==> src/rtl/branch_lut_loader_if.sv <==
// Byte-stream input and table write-port bundle for the branch LUT loader.
interface branch_lut_loader_if #(
    parameter int IDX_W  = 8,
    parameter int ADDR_W = 10
);
    logic              start;
    logic              in_valid;
    logic [7:0]        in_data;
    logic              in_ready;
    logic              wr_en;
    logic [IDX_W-1:0]  wr_index;
    logic [ADDR_W-1:0] wr_data;
    logic              busy;
    logic              done;
    logic              error;

    // Byte source / controller side
    modport master (
        output start, in_valid, in_data,
        input  in_ready, wr_en, wr_index, wr_data, busy, done, error
    );

    // Loader side
    modport slave (
        input  start, in_valid, in_data,
        output in_ready, wr_en, wr_index, wr_data, busy, done, error
    );
endinterface

==> src/rtl/branch_lut_loader.sv <==
// Sequential writer for the branch-target lookup table.
// Stream: header H, then H+1 entries of {low byte, high byte}; each entry
// becomes one write to consecutive table indices starting at 0.
module branch_lut_loader #(
    parameter int IDX_W  = 8,
    parameter int ADDR_W = 10
) (
    input  logic                 Clk,
    input  logic                 Reset_n,
    branch_lut_loader_if.slave   bus
);

    typedef enum logic [2:0] {
        ST_IDLE = 3'd0,
        ST_HDR  = 3'd1,
        ST_LO   = 3'd2,
        ST_HI   = 3'd3,
        ST_DONE = 3'd4,
        ST_ERR  = 3'd5
    } state_t;

    state_t            r_state;
    logic [IDX_W-1:0]  r_count;
    logic [IDX_W-1:0]  r_index;
    logic [7:0]        r_lo;
    logic              r_in_ready;
    logic              r_wr_en;
    logic [IDX_W-1:0]  r_wr_index;
    logic [ADDR_W-1:0] r_wr_data;
    logic              r_busy;
    logic              r_done;
    logic              r_error;

    logic              w_accept;

    // A high byte is legal when no bit above the target width is set.
    function automatic logic hi_byte_legal(input logic [7:0] b);
        hi_byte_legal = ((b >> (ADDR_W - 8)) == 8'h00);
    endfunction

    assign w_accept = bus.in_valid && r_in_ready;

    // Load FSM; in_ready/busy are registered alongside the state so they
    // depend on state only and flip on the same edge as the transition.
    always_ff @(posedge Clk or negedge Reset_n) begin
        if (!Reset_n) begin
            r_state    <= ST_IDLE;
            r_count    <= '0;
            r_index    <= '0;
            r_lo       <= 8'h00;
            r_in_ready <= 1'b0;
            r_wr_en    <= 1'b0;
            r_wr_index <= '0;
            r_wr_data  <= '0;
            r_busy     <= 1'b0;
            r_done     <= 1'b0;
            r_error    <= 1'b0;
        end else begin
            r_wr_en <= 1'b0;
            case (r_state)
                ST_IDLE, ST_DONE, ST_ERR: begin
                    if (bus.start) begin
                        r_state    <= ST_HDR;
                        r_index    <= '0;
                        r_done     <= 1'b0;
                        r_error    <= 1'b0;
                        r_in_ready <= 1'b1;
                        r_busy     <= 1'b1;
                    end else begin
                        r_state <= r_state;
                    end
                end
                ST_HDR: begin
                    if (w_accept) begin
                        r_count <= bus.in_data[IDX_W-1:0];
                        r_state <= ST_LO;
                    end else begin
                        r_state <= ST_HDR;
                    end
                end
                ST_LO: begin
                    if (w_accept) begin
                        r_lo    <= bus.in_data;
                        r_state <= ST_HI;
                    end else begin
                        r_state <= ST_LO;
                    end
                end
                ST_HI: begin
                    if (w_accept) begin
                        if (!hi_byte_legal(bus.in_data)) begin
                            r_state    <= ST_ERR;
                            r_error    <= 1'b1;
                            r_in_ready <= 1'b0;
                            r_busy     <= 1'b0;
                        end else begin
                            r_wr_en    <= 1'b1;
                            r_wr_index <= r_index;
                            r_wr_data  <= {bus.in_data[ADDR_W-9:0], r_lo};
                            if (r_index == r_count) begin
                                r_state    <= ST_DONE;
                                r_done     <= 1'b1;
                                r_in_ready <= 1'b0;
                                r_busy     <= 1'b0;
                            end else begin
                                r_state <= ST_LO;
                                r_index <= r_index + IDX_W'(1);
                            end
                        end
                    end else begin
                        r_state <= ST_HI;
                    end
                end
                default: begin
                    r_state    <= ST_IDLE;
                    r_in_ready <= 1'b0;
                    r_busy     <= 1'b0;
                end
            endcase
        end
    end

    assign bus.in_ready = r_in_ready;
    assign bus.wr_en    = r_wr_en;
    assign bus.wr_index = r_wr_index;
    assign bus.wr_data  = r_wr_data;
    assign bus.busy     = r_busy;
    assign bus.done     = r_done;
    assign bus.error    = r_error;

endmodule
==> src/flat_wrapper.sv <==
// flat-port wrapper written by rule: the top's interface ports become plain ports
module branch_lut_loader_flat 
#(
    parameter int IDX_W  = 8,
    parameter int ADDR_W = 10
)
  (Clk, Reset_n, bus_start, bus_in_valid, bus_in_data, bus_in_ready, bus_wr_en, bus_wr_index, bus_wr_data, bus_busy, bus_done, bus_error);
  branch_lut_loader_if #(.IDX_W(IDX_W), .ADDR_W(ADDR_W)) bus_i ();
  input  logic Clk;
  input  logic Reset_n;
  input wire logic [$bits(bus_i.start)-1:0] bus_start;
  input wire logic [$bits(bus_i.in_valid)-1:0] bus_in_valid;
  input wire logic [$bits(bus_i.in_data)-1:0] bus_in_data;
  output wire logic [$bits(bus_i.in_ready)-1:0] bus_in_ready;
  output wire logic [$bits(bus_i.wr_en)-1:0] bus_wr_en;
  output wire logic [$bits(bus_i.wr_index)-1:0] bus_wr_index;
  output wire logic [$bits(bus_i.wr_data)-1:0] bus_wr_data;
  output wire logic [$bits(bus_i.busy)-1:0] bus_busy;
  output wire logic [$bits(bus_i.done)-1:0] bus_done;
  output wire logic [$bits(bus_i.error)-1:0] bus_error;
  assign bus_i.start = bus_start;
  assign bus_i.in_valid = bus_in_valid;
  assign bus_i.in_data = bus_in_data;
  assign bus_in_ready = bus_i.in_ready;
  assign bus_wr_en = bus_i.wr_en;
  assign bus_wr_index = bus_i.wr_index;
  assign bus_wr_data = bus_i.wr_data;
  assign bus_busy = bus_i.busy;
  assign bus_done = bus_i.done;
  assign bus_error = bus_i.error;
  branch_lut_loader #(.IDX_W(IDX_W), .ADDR_W(ADDR_W)) u_core (.Clk(Clk), .Reset_n(Reset_n), .bus(bus_i));
endmodule
==> config.mk <==
export PLATFORM = sky130hd
export DESIGN_NAME = branch_lut_loader_flat
export DESIGN_NICKNAME = d
export VERILOG_FILES = /design/src/rtl/branch_lut_loader_if.sv /design/src/rtl/branch_lut_loader.sv /design/src/flat_wrapper.sv
export SDC_FILE = /design/constraint.sdc
export NUM_CORES = 1
export LEC_CHECK = 0
export ABC_AREA = 0
export BUFFER_PORTS_ARGS = -buffer_cell sky130_fd_sc_hd__buf_2
export CORE_AREA = 10 10 77 79
export CTS_CLUSTER_DIAMETER = 100
export CTS_CLUSTER_SIZE = 16
export DETAILED_ROUTE_END_ITERATION = 6
export DIE_AREA = 0 0 87 89
export PLACE_DENSITY = 0.74
export SYNTH_ARGS = -nofsm -noshare
export SYNTH_HDL_FRONTEND = slang
export SYNTH_SLANG_ARGS = --single-unit
export TNS_END_PERCENT = 10
==> constraint.sdc <==
create_clock -name Clk -period 2.45 [get_ports Clk]
set_clock_uncertainty 0.2 [all_clocks]
set_input_delay 0.49 -clock Clk [delete_from_list [all_inputs] [get_ports Clk]]
set_output_delay 0.49 -clock Clk [all_outputs]
set_load 0.05 [all_outputs]
* Word level (Yosys, flattened, before mapping)
Cells that the tools add are included.
Storage, ports and cells: word-level logic and storage cells 66, bits in registers 49, input bits 12, output and inout port bits 23
Operators by class: bitwise gates (word level) 1, multiplexer cells 28, eq/ne operators 13, add/subtract/negate cells 1, reduce and logical (&&, ||, !) cells 13
Operators by type and width (count):
- 8-bit 2-to-1 mux | 4
- 8-bit one-hot mux with 2 select lines | 1
- 1-bit 2-to-1 mux | 14
- 3-bit 2-to-1 mux | 4
- 3-bit one-hot mux with 4 select lines | 1
- 5-bit AND reduction | 2
- 8-bit by 1-bit adder with 8-bit output (second input constant) | 1
- 8-bit equality test | 1
- 8-bit zero test | 1
- 4-bit AND reduction | 2
- 3-bit by 2-bit equality test with 1-bit output (second input constant) | 2
- 3-bit equality test (second input constant) | 2
- 2-bit by 1-bit != test with 1-bit output (second input constant) | 3
- 2-bit != test (second input constant) | 3
- 1-bit one-hot mux with 2 select lines | 2
- 2-bit AND reduction | 2
- 3-bit by 1-bit equality test with 1-bit output (second input constant) | 1
- 3-bit zero test | 1
- 3-bit != test (second input constant) | 1
- 1-bit one-hot mux with 3 select lines | 1
- 3-bit AND reduction | 1
- 3-bit OR reduction | 1
- 2-bit 2-to-1 mux | 1
- 2-bit nonzero test | 1
- 3 further kinds | 3

* Depth between registers and ports, before layout
word-level depth 5, mapped depth 7, gate-level depth less buffers 4

* Least setup slack after synthesis
OpenSTA, ideal clock, no wires.
path kind input to register, start input port bus_in_data[3], end register u_core.r_index[2], slack 50 ps, setup time 79 ps, arrival time 2120 ps, buffers on the path 2, data required time 2171 ps, stages on the path 6, path through or4_4 -> or4_4 -> buf_6 -> buf_8 -> a211oi_2 -> mux2i_1
On the way: longest elaborated chain between the ends 3
RTL lines:
- from (decl) | line flat_wrapper.sv:13 | input wire logic [$bits(bus_i.in_data)-1:0] bus_in_data;
- 8-bit zero test | line branch_lut_loader.sv:38 | hi_byte_legal = ((b >> (ADDR_W - 8)) == 8'h00);
- 2-bit by 1-bit != test with 1-bit output (no source line)
- 5-bit AND reduction (no source line)
- to (signal assigned) | line branch_lut_loader.sv:107 | r_index <= r_index + IDX_W'(1);
- to (decl) | line branch_lut_loader.sv:24 | logic [IDX_W-1:0] r_index;
No other way between the ends. A chain may end at the register's enable or synchronous reset.

* Final worst setup path
start input port bus_in_data[3], end register u_core.r_index[3]
The elaborated chain is that of the path after synthesis.

==> results.py <==
metrics = {
    "synthesis": {
        "ys.flop_type": "dfrtp_1",
        "netlist_area_mm2": 0.00237,
        "ys_seq_elements": 49,
        "yosys_warnings": 0,
        "synth_xor_area_share_pct": 2.96,
        "syn_avg_cell_area_um2": 13.0,
        "synth_adder_area_share_pct": 0.529,
        "ys_seq_area_share_pct": 51.8,
        "synth_top_area_share_pct": 51.8,
        "synthArstFlopShare_pct": 100,
        "synth_edf_count": 0,
        "ys_types": 41,
        "synth_compound_area_share_pct": 10.4,
        "synth_simple_gate_area_share_pct": 10.0,
        "synth_top_family_by_area": "multiplexers",
        "synthCells": 182,
        "synthTopCellsByArea": "dfrtp_1 (52%), mux2_4 (10%), mux2_2 (7.6%)",
        "synth_fp_nets": 195,
        "synth_mux_area_share_pct": 20.3,
        "synth_top_cell_by_area": "dfrtp_1",
    },
    "pwr": {
        "p_leak_nw": 1.39,
        "p_sw_uw": 730,
        "ir_drop_uv": 487,
        "p_per_area_mw_per_mm2": 814,
        "p_int_mw": 1.53,
        "switching_share_pct": 32.3,
        "power_mw": 2.26,
        "pwr-share-comb_pct": 26.5,
        "clock_power_share_pct": 25.5,
        "p_seq_share_pct": 48.1,
    },
    "worst_setup_path": {
        "crit_chain": "buf_2 -> or4_4 -> or4_4 -> buf_4 -> a211oi_2 -> mux2i_1",
        "critical_path_buf_inv_count": 2,
        "arrival_ns": 2.31,
        "cp_max_fo": 7,
        "critPathSlowestCell": "or4_4",
        "crit_required_ns": 2.47,
        "startpoint_type": "primary input",
        "critical-path-top-delay-family": "simple AND/OR/NAND/NOR gates",
        "worst-r2r-setup-slack_ns": 0.28,
        "worstSetupPathType": "in -> reg",
        "path_common_cell": "or4_4",
        "worst_setup_path_end_kind": "register",
        "cp_slowest_stage_delay_ns": 0.58,
    },
    "clock_tree": {
        "cts_root_buf": "clkbuf_8",
        "clk_latency_ns": 0.31,
        "cts_tree": "built",
        "clk_path_buf_depth": 2,
        "cts.repair.resized": 0,
        "cts_made_buffers": 5,
        "cts_sinks": 49,
        "clk_pin_slew_ns": 0.09,
        "cts-htree-levels": 2,
    },
    "grt": {
        "first_global_vias": 1580,
        "grt.total_usage_pct": 12.6,
        "grt_pass1_wl_mm": 7.67,
        "grt_max_degree": 27,
        "grt_overflow": 0,
        "antenna_found_initial": 0,
    },
    "worst_hold_path": {
        "min_path_type": "in -> reg",
    },
    "finish": {
        "area_growth_pct": 17.5,
        "nNetsFinal": 241,
        "finalNonFillerCells": 283,
        "final_cell_area_mm2": 0.00278,
        "fillers": 371,
        "drive_gt1_share_pct": 42.4,
        "regArea_mm2": 0.00123,
        "multi_input_area_mm2": 0.00105,
        "final_cell_mix": "dfrtp_1 (49), buf_2 (34), mux2_2 (16), mux2_4 (16), nand2_1 (13)",
        "mostFrequentLayoutCell": "dfrtp_1",
        "diodes": 0,
    },
    "floorplanning": {
        "core_mm2": 0.00454,
        "ios": 35,
        "die_w_um": 87,
        "row_count": 25,
        "initial_utilization_pct": 52.2,
        "dieArea_mm2": 0.00774,
        "die_y_um": 89,
    },
    "sta": {
        "finalSetupViolCount": 0,
        "fin_hold_ws_ns": 0.181,
        "tightest_slew_ns": 0.624,
        "max-slew-margin-rel_pct": 58.0,
        "maxSlewViolCount": 0,
        "grt_setup_unrepaired": "no",
        "final.min_clock_period_ns": 2.28,
        "max_freq_mhz": 438,
        "period_share_pct": 93.2,
        "hold_violations": 0,
    },
    "drt": {
        "first_pass_iters": 4,
        "wirelength_mm": 4.65,
        "via_count": 1526,
        "wl_per_cell_um": 16.4,
        "drc_errors": 0,
        "via_per_inst": 5.39,
        "antenna_left": 0,
        "drt_iter0_drc": 130,
    },
    "placed_design": {
        "dp_hpwl_mm": 3.48,
        "gp_congestion": 0.810,
        "numPlacedInstances": 274,
        "place_area_mm2": 0.00266,
        "port_buffers": 34,
    },
    "run_status": {
        "status": "complete, no violations",
    },
    "run": {
        "max_cap_violations": 0,
    },
}
## layout make-up
cell class	instances	share of cell area [%]
tap	54	2.43
timing repair buffer	49	11.2
sequential	49	44.1
inverter	5	0.675
clock buffer	6	2.61
multi-input combinational	118	37.6
clock inverter	2	1.40
## path summary, 6_finish.rpt
check                                              start                            end  cells after the start
max                                       bus_in_data[3]  u_core.r_index[3]$_DFFE_PN0P_                      6
min                                            bus_start  u_core.r_state[2]$_DFFE_PN0P_                      2
max reg2reg                u_core.r_state[2]$_DFFE_PN0P_  u_core.r_index[3]$_DFFE_PN0P_                      5
min reg2reg                 u_core.bus.error$_DFFE_PN0P_   u_core.bus.error$_DFFE_PN0P_                      2
max in group asynchronous                        Reset_n  u_core.r_index[2]$_DFFE_PN0P_                      3
min in group asynchronous                        Reset_n  u_core.r_count[2]$_DFFE_PN0P_                      2
## power groups by stage
stage          registers (mW)  logic [mW]  clock network, mW
6_report                 1.09       0.599              0.577
5_1_grt                  1.11       0.656              0.622
4_1_cts                  1.09       0.605              0.589
3_5_place_dp             1.10       0.599                  0
3_3_place_gp             1.09       0.583                  0
2_1_floorplan            1.11       0.435                  0
## Yosys cell counts (2+ instances only)
library cell and instances:
buf_6 3, mux2i_1 6, mux2_4 16, clkbuf_1 5, xnor2_1 8, o21ai_1 3
nor2_1 6, o21ai_0 5, nand4_1 5, mux2_2 16, dfrtp_1 49, nand2_1 13
a211oi_2 5, or4_4 2, and4_1 2, inv_1 5, nand2b_1 7, a21oi_1 3
## kinds of logic (layout without fill, tap and decap cells)
group                    after synthesis  in the layout
AND/OR/NAND/NOR                       43             43
AO/OA/AOI/OAI                         28             28
multiplexers                          38             38
adder cells (fa/ha/maj)                1              1
buffers and inverters                 15             62
flip-flops                            49             49
XOR/XNOR                               8              8
## repair_timing
item,4_1_cts,5_1_grt
hold buffers,1,0
buffers inserted,0,0
hold endpoints to repair,23,0
## per-stage QoR
| step | setup slack (ns) | utilization [%] | TNS [ns] |
|---|---|---|---|
| global placement | -0.0960 | 58.6 | -1.39 |
| CTS | 0.152 | 61.3 | 0 |
| finish | 0.167 | 61.3 | 0 |
| floorplan | 0.0501 | - | 0 |
| detailed placement | -0.132 | 58.6 | -2.10 |
| global route | 0.126 | 61.3 | 0 |
## sequential cells by signal (all words and copies together) (netlist names)
register,count
u_core.bus.done,1
u_core.bus.error,1
u_core.bus.in_ready,1
u_core.bus.wr_data,10
u_core.bus.wr_en,1
u_core.bus.wr_index,8
u_core.r_count,8
u_core.r_index,8
u_core.r_lo,8
u_core.r_state,3
## per-layer routing
| layer | vias up | part of all wire (%) | GRT usage (%) |
|---|---|---|---|
| met5 | - | 0 | 0 |
| met4 | 0 | 1.5 | 5.15 |
| met3 | 7 | 6.5 | 4.47 |
| met2 | 39 | 46 | 18.5 |
| met1 | 740 | 46 | 16.5 |
| li1 | 740 | - | - |
No activity file was read; power rests on OpenSTA's default activity.
